<file path="config.mk">
export PLATFORM = sky130hd
export DESIGN_NAME = hb_lup_req_gen_flat
export DESIGN_NICKNAME = d
export VERILOG_FILES = /design/src/rtl/hb_lup_req_gen_if.sv /design/src/rtl/hb_lup_req_gen.sv /design/src/flat_wrapper.sv
export SDC_FILE = /design/constraint.sdc
export NUM_CORES = 1
export LEC_CHECK = 0
export CAP_MARGIN = 20
export CORE_AREA = 4 4 160 162
export DETAILED_ROUTE_END_ITERATION = 12
export DIE_AREA = 0 0 164 166
export PLACE_DENSITY = 0.59
export SLEW_MARGIN = 20
export SYNTH_ARGS = -nofsm -noshare
export SYNTH_HDL_FRONTEND = slang
export SYNTH_SLANG_ARGS = --single-unit
</file>
<file path="constraint.sdc">
create_clock -name clk -period 4.2 [get_ports clk]
set_input_delay 1.26 -clock clk [delete_from_list [all_inputs] [get_ports clk]]
set_output_delay 1.26 -clock clk [all_outputs]
set_load 0.02 [all_outputs]
</file>
<file path="src/rtl/hb_lup_req_gen_if.sv">
// Request-side bus bundle for the hash-table lookup generator: lookup and
// update sources plus the packed request stream toward the hash-table core.
interface hb_lup_req_gen_if;
  localparam int unsigned KEY_W  = 64;
  localparam int unsigned ADDR_W = 16;
  localparam int unsigned REQ_W  = 96;

  logic              s_lup_valid;
  logic [KEY_W-1:0]  s_lup_key;
  logic              s_lup_ready;

  logic              s_upd_valid;
  logic              s_upd_op;
  logic [KEY_W-1:0]  s_upd_key;
  logic [ADDR_W-1:0] s_upd_addr;
  logic              s_upd_ready;

  logic              m_axis_lup_req_valid;
  logic [REQ_W-1:0]  m_axis_lup_req_data;
  logic              m_axis_lup_req_ready;

  modport slave (
    input  s_lup_valid, s_lup_key,
    output s_lup_ready,
    input  s_upd_valid, s_upd_op, s_upd_key, s_upd_addr,
    output s_upd_ready,
    output m_axis_lup_req_valid, m_axis_lup_req_data,
    input  m_axis_lup_req_ready
  );

  modport master (
    output s_lup_valid, s_lup_key,
    input  s_lup_ready,
    output s_upd_valid, s_upd_op, s_upd_key, s_upd_addr,
    input  s_upd_ready,
    input  m_axis_lup_req_valid, m_axis_lup_req_data,
    output m_axis_lup_req_ready
  );
endinterface

</file>
<file path="src/rtl/hb_lup_req_gen.sv">
// Arbitrates lookup keys and table updates into a single registered request
// stream, limiting in-flight lookups with a credit counter.
module hb_lup_req_gen #(
  parameter int unsigned MAX_OUTSTANDING = 8,
  parameter int unsigned CNT_W           = 8
) (
  input  logic              clk,
  input  logic              rst_n,
  hb_lup_req_gen_if.slave   bus,
  input  logic              rsp_fire,
  output logic [CNT_W-1:0]  outstanding,
  output logic [31:0]       stat_lup_cnt,
  output logic [31:0]       stat_upd_cnt
);
  localparam int unsigned PAD_W  = 14;
  localparam int unsigned ADDR_W = 16;
  localparam int unsigned REQ_W  = 96;
  localparam int unsigned STAT_W = 32;

  localparam logic [1:0] OP_LUP = 2'b00;
  localparam logic [1:0] OP_INS = 2'b01;
  localparam logic [1:0] OP_DEL = 2'b10;

  logic              req_valid_q, req_valid_d;
  logic [REQ_W-1:0]  req_data_q,  req_data_d;
  logic [CNT_W-1:0]  outstanding_q, outstanding_d;
  logic [STAT_W-1:0] stat_lup_q, stat_lup_d;
  logic [STAT_W-1:0] stat_upd_q, stat_upd_d;
  logic              last_lup_q, last_lup_d;

  logic slot_free_c, lup_elig_c, upd_elig_c, grant_lup_c, grant_upd_c, credit_ret_c;

  // Arbitration: last_lup_q=1 means the lookup side won last, so updates go first on a tie.
  always_comb begin
    slot_free_c  = !req_valid_q | bus.m_axis_lup_req_ready;
    lup_elig_c   = bus.s_lup_valid & (outstanding_q < CNT_W'(MAX_OUTSTANDING));
    upd_elig_c   = bus.s_upd_valid;
    grant_lup_c  = slot_free_c & lup_elig_c & (!upd_elig_c | !last_lup_q);
    grant_upd_c  = slot_free_c & upd_elig_c & (!lup_elig_c |  last_lup_q);
    credit_ret_c = rsp_fire & (outstanding_q != '0);
  end

  assign bus.s_lup_ready          = grant_lup_c;
  assign bus.s_upd_ready          = grant_upd_c;
  assign bus.m_axis_lup_req_valid = req_valid_q;
  assign bus.m_axis_lup_req_data  = req_data_q;
  assign outstanding              = outstanding_q;
  assign stat_lup_cnt             = stat_lup_q;
  assign stat_upd_cnt             = stat_upd_q;

  always_comb begin
    req_valid_d   = req_valid_q;
    req_data_d    = req_data_q;
    last_lup_d    = last_lup_q;
    stat_lup_d    = stat_lup_q;
    stat_upd_d    = stat_upd_q;
    outstanding_d = outstanding_q;

    if (grant_lup_c) begin
      req_valid_d = 1'b1;
      req_data_d  = {PAD_W'(0), OP_LUP, ADDR_W'(0), bus.s_lup_key};
      last_lup_d  = 1'b1;
      stat_lup_d  = stat_lup_q + STAT_W'(1);
    end else if (grant_upd_c) begin
      req_valid_d = 1'b1;
      req_data_d  = bus.s_upd_op ? {PAD_W'(0), OP_DEL, ADDR_W'(0), bus.s_upd_key}
                                 : {PAD_W'(0), OP_INS, bus.s_upd_addr, bus.s_upd_key};
      last_lup_d  = 1'b0;
      stat_upd_d  = stat_upd_q + STAT_W'(1);
    end else if (bus.m_axis_lup_req_ready) begin
      req_valid_d = 1'b0;
    end

    // A credit returned this cycle is only usable by the next cycle's arbitration.
    case ({grant_lup_c, credit_ret_c})
      2'b10:   outstanding_d = outstanding_q + CNT_W'(1);
      2'b01:   outstanding_d = outstanding_q - CNT_W'(1);
      default: outstanding_d = outstanding_q;
    endcase
  end

  always_ff @(posedge clk) begin
    if (!rst_n) begin
      req_valid_q   <= 1'b0;
      req_data_q    <= '0;
      outstanding_q <= '0;
      stat_lup_q    <= '0;
      stat_upd_q    <= '0;
      last_lup_q    <= 1'b0;
    end else begin
      req_valid_q   <= req_valid_d;
      req_data_q    <= req_data_d;
      outstanding_q <= outstanding_d;
      stat_lup_q    <= stat_lup_d;
      stat_upd_q    <= stat_upd_d;
      last_lup_q    <= last_lup_d;
    end
  end
endmodule

</file>
<file path="src/flat_wrapper.sv">
// flat-port wrapper written by rule: the top's interface ports become plain ports
module hb_lup_req_gen_flat 
#(
  parameter int unsigned MAX_OUTSTANDING = 8,
  parameter int unsigned CNT_W           = 8
)
  (clk, rst_n, rsp_fire, outstanding, stat_lup_cnt, stat_upd_cnt, bus_s_lup_valid, bus_s_lup_key, bus_s_lup_ready, bus_s_upd_valid, bus_s_upd_op, bus_s_upd_key, bus_s_upd_addr, bus_s_upd_ready, bus_m_axis_lup_req_valid, bus_m_axis_lup_req_data, bus_m_axis_lup_req_ready);
  hb_lup_req_gen_if bus_i ();
  input  logic clk;
  input  logic rst_n;
  input  logic rsp_fire;
  output logic [CNT_W-1:0] outstanding;
  output logic [31:0] stat_lup_cnt;
  output logic [31:0] stat_upd_cnt;
  input wire logic [$bits(bus_i.s_lup_valid)-1:0] bus_s_lup_valid;
  input wire logic [$bits(bus_i.s_lup_key)-1:0] bus_s_lup_key;
  output wire logic [$bits(bus_i.s_lup_ready)-1:0] bus_s_lup_ready;
  input wire logic [$bits(bus_i.s_upd_valid)-1:0] bus_s_upd_valid;
  input wire logic [$bits(bus_i.s_upd_op)-1:0] bus_s_upd_op;
  input wire logic [$bits(bus_i.s_upd_key)-1:0] bus_s_upd_key;
  input wire logic [$bits(bus_i.s_upd_addr)-1:0] bus_s_upd_addr;
  output wire logic [$bits(bus_i.s_upd_ready)-1:0] bus_s_upd_ready;
  output wire logic [$bits(bus_i.m_axis_lup_req_valid)-1:0] bus_m_axis_lup_req_valid;
  output wire logic [$bits(bus_i.m_axis_lup_req_data)-1:0] bus_m_axis_lup_req_data;
  input wire logic [$bits(bus_i.m_axis_lup_req_ready)-1:0] bus_m_axis_lup_req_ready;
  assign bus_i.s_lup_valid = bus_s_lup_valid;
  assign bus_i.s_lup_key = bus_s_lup_key;
  assign bus_s_lup_ready = bus_i.s_lup_ready;
  assign bus_i.s_upd_valid = bus_s_upd_valid;
  assign bus_i.s_upd_op = bus_s_upd_op;
  assign bus_i.s_upd_key = bus_s_upd_key;
  assign bus_i.s_upd_addr = bus_s_upd_addr;
  assign bus_s_upd_ready = bus_i.s_upd_ready;
  assign bus_m_axis_lup_req_valid = bus_i.m_axis_lup_req_valid;
  assign bus_m_axis_lup_req_data = bus_i.m_axis_lup_req_data;
  assign bus_i.m_axis_lup_req_ready = bus_m_axis_lup_req_ready;
  hb_lup_req_gen #(.MAX_OUTSTANDING(MAX_OUTSTANDING), .CNT_W(CNT_W)) u_core (.clk(clk), .rst_n(rst_n), .bus(bus_i), .rsp_fire(rsp_fire), .outstanding(outstanding), .stat_lup_cnt(stat_lup_cnt), .stat_upd_cnt(stat_upd_cnt));
endmodule
</file>
==> impl_results.md <==
- Global route hottest layer: met2
- Main flop type after synthesis: dfxtp_1
- Placer Congestion: 0.7789
- Fin area: 11070 um^2
- Global Route Usage Sum: 0.1820
- Peak Freq: 242.3 MHz
- Max Cap Viol: 0
- Initial Utilization: 0.2983
- Post-synth cell types: 47
- Clock Pin Slew Worst Setup and Hold Paths: 0.06 ns
- Mapped Cells: around 910
- H-Tree Depth: 4
- XOR/XNOR Fraction of Synth Area: 0.03776
- Post-Synth Simple-Gate Area: 0.2584
- Slew HR: 0.4022
- Clk buf depth: 2
- First-pass GRT wire length: about 40000 um
- Final design utilization: 0.4591
- Global route overflow: 0
- Drt via density: 4.923
- Rows: 57
- Cell Count, Final, Fillers Out: ~1500
- LEAKAGE: 0.003780 uW
- Clk_lat worst skew: roughly 0.42 ns
- Compound-Gate Fraction of Synth Area: 0.1883
- Setup TNS Final: 0 ns
- Slowest cell on crit path: clkdlybuf4s50_1
- Final setup viols: 0
- Syn Area/Cell: 7.945 um^2
- Kind of end point of the critical path: output pin
- Commonest non-fill, non-tap cell in the layout: clkdlybuf4s50_1
- Layout area overhead: 53.91%
- Clk sinks: around 160
- Vias in the first global route: 7194
- Worst Tran Pin Value: ~0.90 ns
- Yosys top cell by area: dfxtp_1
- Initial antenna violation count: 3
- Worst path top cell family by delay: buffers and inverters
- Total CTS buffers: 17
- Number of flops mapped to enable cells by yosys: 0
- Minimum clock period: 4.128 ns
- Die outline width: roughly 160 um
- Buf+Inv Stages, Crit Path: 2
- Via count: roughly 7500
- Synth Register Bits: around 160
- Critical-path cell list: clkdlybuf4s50_1, nor3b_2, and4_1, clkdlybuf4s50_1
- Placed cell area: 10420 um^2
- Hold WC Path Type: register to register
- Synth warn: 0
- Sequential-to-total area share from yosys stat: 0.4343
- Largest family of logic cells by synthesized area: simple AND/OR/NAND/NOR gates
- WL/cell: 16.91 um
- Post-synthesis mux area share: 0
- Final ANT Viol Nets: 0
- Pin count of the biggest net entering global routing: 140
- Met3 global-route usage: 0.07620
- Met1 GRT Util: 0.2162
- DR iter-0 viols: 503
- Mapped Area: 7191 um^2
- GRT met2 Usage: 0.2986
- Die Span Y: 166 um
- Die area: 27220 um^2
- CP Class: primary input to output pin
- # DRC: 0
- Worst-path fanout max: 2
- Synth top area cells: dfxtp_1 (43%), nand2_1 (8.4%), a31oi_1 (5.9%), o21ai_0 (5.6%), a21oi_1 (4.1%)
- Asr flop ratio synth: 0
- Most frequent cells in the layout: clkdlybuf4s50_1 (305), nand2_1 (160), dfxtp_1 (156)
- CP most frequent cell: clkdlybuf4s50_1
- WL final: about 26000 um
- Drt first pass iters: 5
- Placed Cells: around 1500
- CTS tree: yes
- Final Hold Vio Count: 0
- RSZ-0062 raised after global routing: false
- Fin Clk Skew: 0.01457 ns
- Final net count: 1336
- Worst Setup Start Kind: primary input
- Worst EP required: ~3 ns
- Share of layout cells above drive strength 1: 0.04377
- Status: complete, no violations
- Adder-Cell Fraction of Synth Area: 0.01844
- Worst EP arrival: 2.87 ns
- Top Ports: 322
- Number of buffers added on ports: about 310
- PwrDens: 542.8 nW/um^2
- Peak supply drop: 0.2744 mV
- Root buffer cell: clkbuf_16
- Largest incremental delay on the critical path: approximately 0.69 ns
- Core box area: about 24000 um^2
- Final period util: 0.9828
- Top cell type's share of synthesized area: 0.4343
- HPWL Detailed: 18150 um
- Slew Viols, Final: 0
## worst register-to-register path: cells and delay by family (launching register included)
family,cells,cell delay [ns]
simple gates,4,1.24
flops,1,0.40
fa+ha+maj,2,0.60
compound gates,3,0.61
## Yosys cell counts, types with 7 or more instances
library cell,number
nor4_1,13
and3_1,7
clkbuf_1,50
nor3b_1,17
o31ai_1,16
nor3_1,8
or4_1,20
nand4_1,18
nand2_1,160
nor2_1,53
nand3_1,22
inv_1,13
or3_1,20
o21ai_0,80
ha_1,9
xnor2_1,22
buf_4,16
xor2_1,9
a21oi_1,59
dfxtp_1,156
and4_1,8
buf_2,11
a31oi_1,68
## stage by stage
step,worst slack (ns),hold WS (ns),power (uW)
2_1_floorplan,0.1758,0.4683,3327
3_3_place_gp,-0.3626,0.4451,4350
3_5_place_dp,-0.3482,0.4548,4362
4_1_cts,0.06132,0.4643,6083
5_1_grt,0.005431,0.4825,6392
6_report,0.07206,0.4619,6007
## sequential cells by signal, indices dropped and copies added, names as in the netlist
signal,flops
u_core.outstanding,8
u_core.bus.m_axis_lup_req_data,82
u_core.stat_lup_cnt,32
u_core.bus.m_axis_lup_req_valid,1
u_core.last_lup_q,1
u_core.stat_upd_cnt,32
## routing by layer
layer	part of all wire	vias to the layer above
met4	0.023	2
met1	0.41	3456
met5	0.00031	-
li1	-	3736
met2	0.48	237
met3	0.085	23
## final timing paths
check | from | end | slack (ns) | depth (start not counted)
max | bus_s_lup_valid | bus_s_lup_ready | 0.07 | 4
min | u_core.bus.m_axis_lup_req_data[81] | u_core.bus.m_axis_lup_req_data[81] | 0.46 | 2
max reg2reg | u_core.outstanding[7] | u_core.outstanding[6] | 1.29 | 9
min reg2reg | u_core.bus.m_axis_lup_req_data[81] | u_core.bus.m_axis_lup_req_data[81] | 0.46 | 2
## cells by family after synthesis
logic type / count (synthesis)
simple gates: 371
buf+inv: 97
xor+xnor: 31
other cells: 1
flops: 156
fa+ha+maj: 10
compound gates: 239
## layout make-up
cell class                 count  area [um^2]
inverter                      16        62.56
clock inverter                12        186.4
fill                        2444        13040
tap                          324        405.4
timing repair buffer         319         3169
antenna                        2        5.005
sequential                   156         3123
clock buffer                  20        446.7
multi-input combinational    665         3669
## repair_timing
item                       4_1_cts  5_1_grt
hold buffers                     0        0
setup endpoints to repair        1        1
resized for setup                1        0
pin swaps                        1        1
setup buffers                    1        0
## power by group
part | switching [uW] | leakage, uW | internal, uW
Sequential | 194 | 0.00127 | 1760
Clock | 662 | 0.000303 | 1020
Combinational | 1360 | 0.00220 | 1000
Total | 2220 | 0.00378 | 3790
Note: power is estimated with default switching activity, not from simulation.
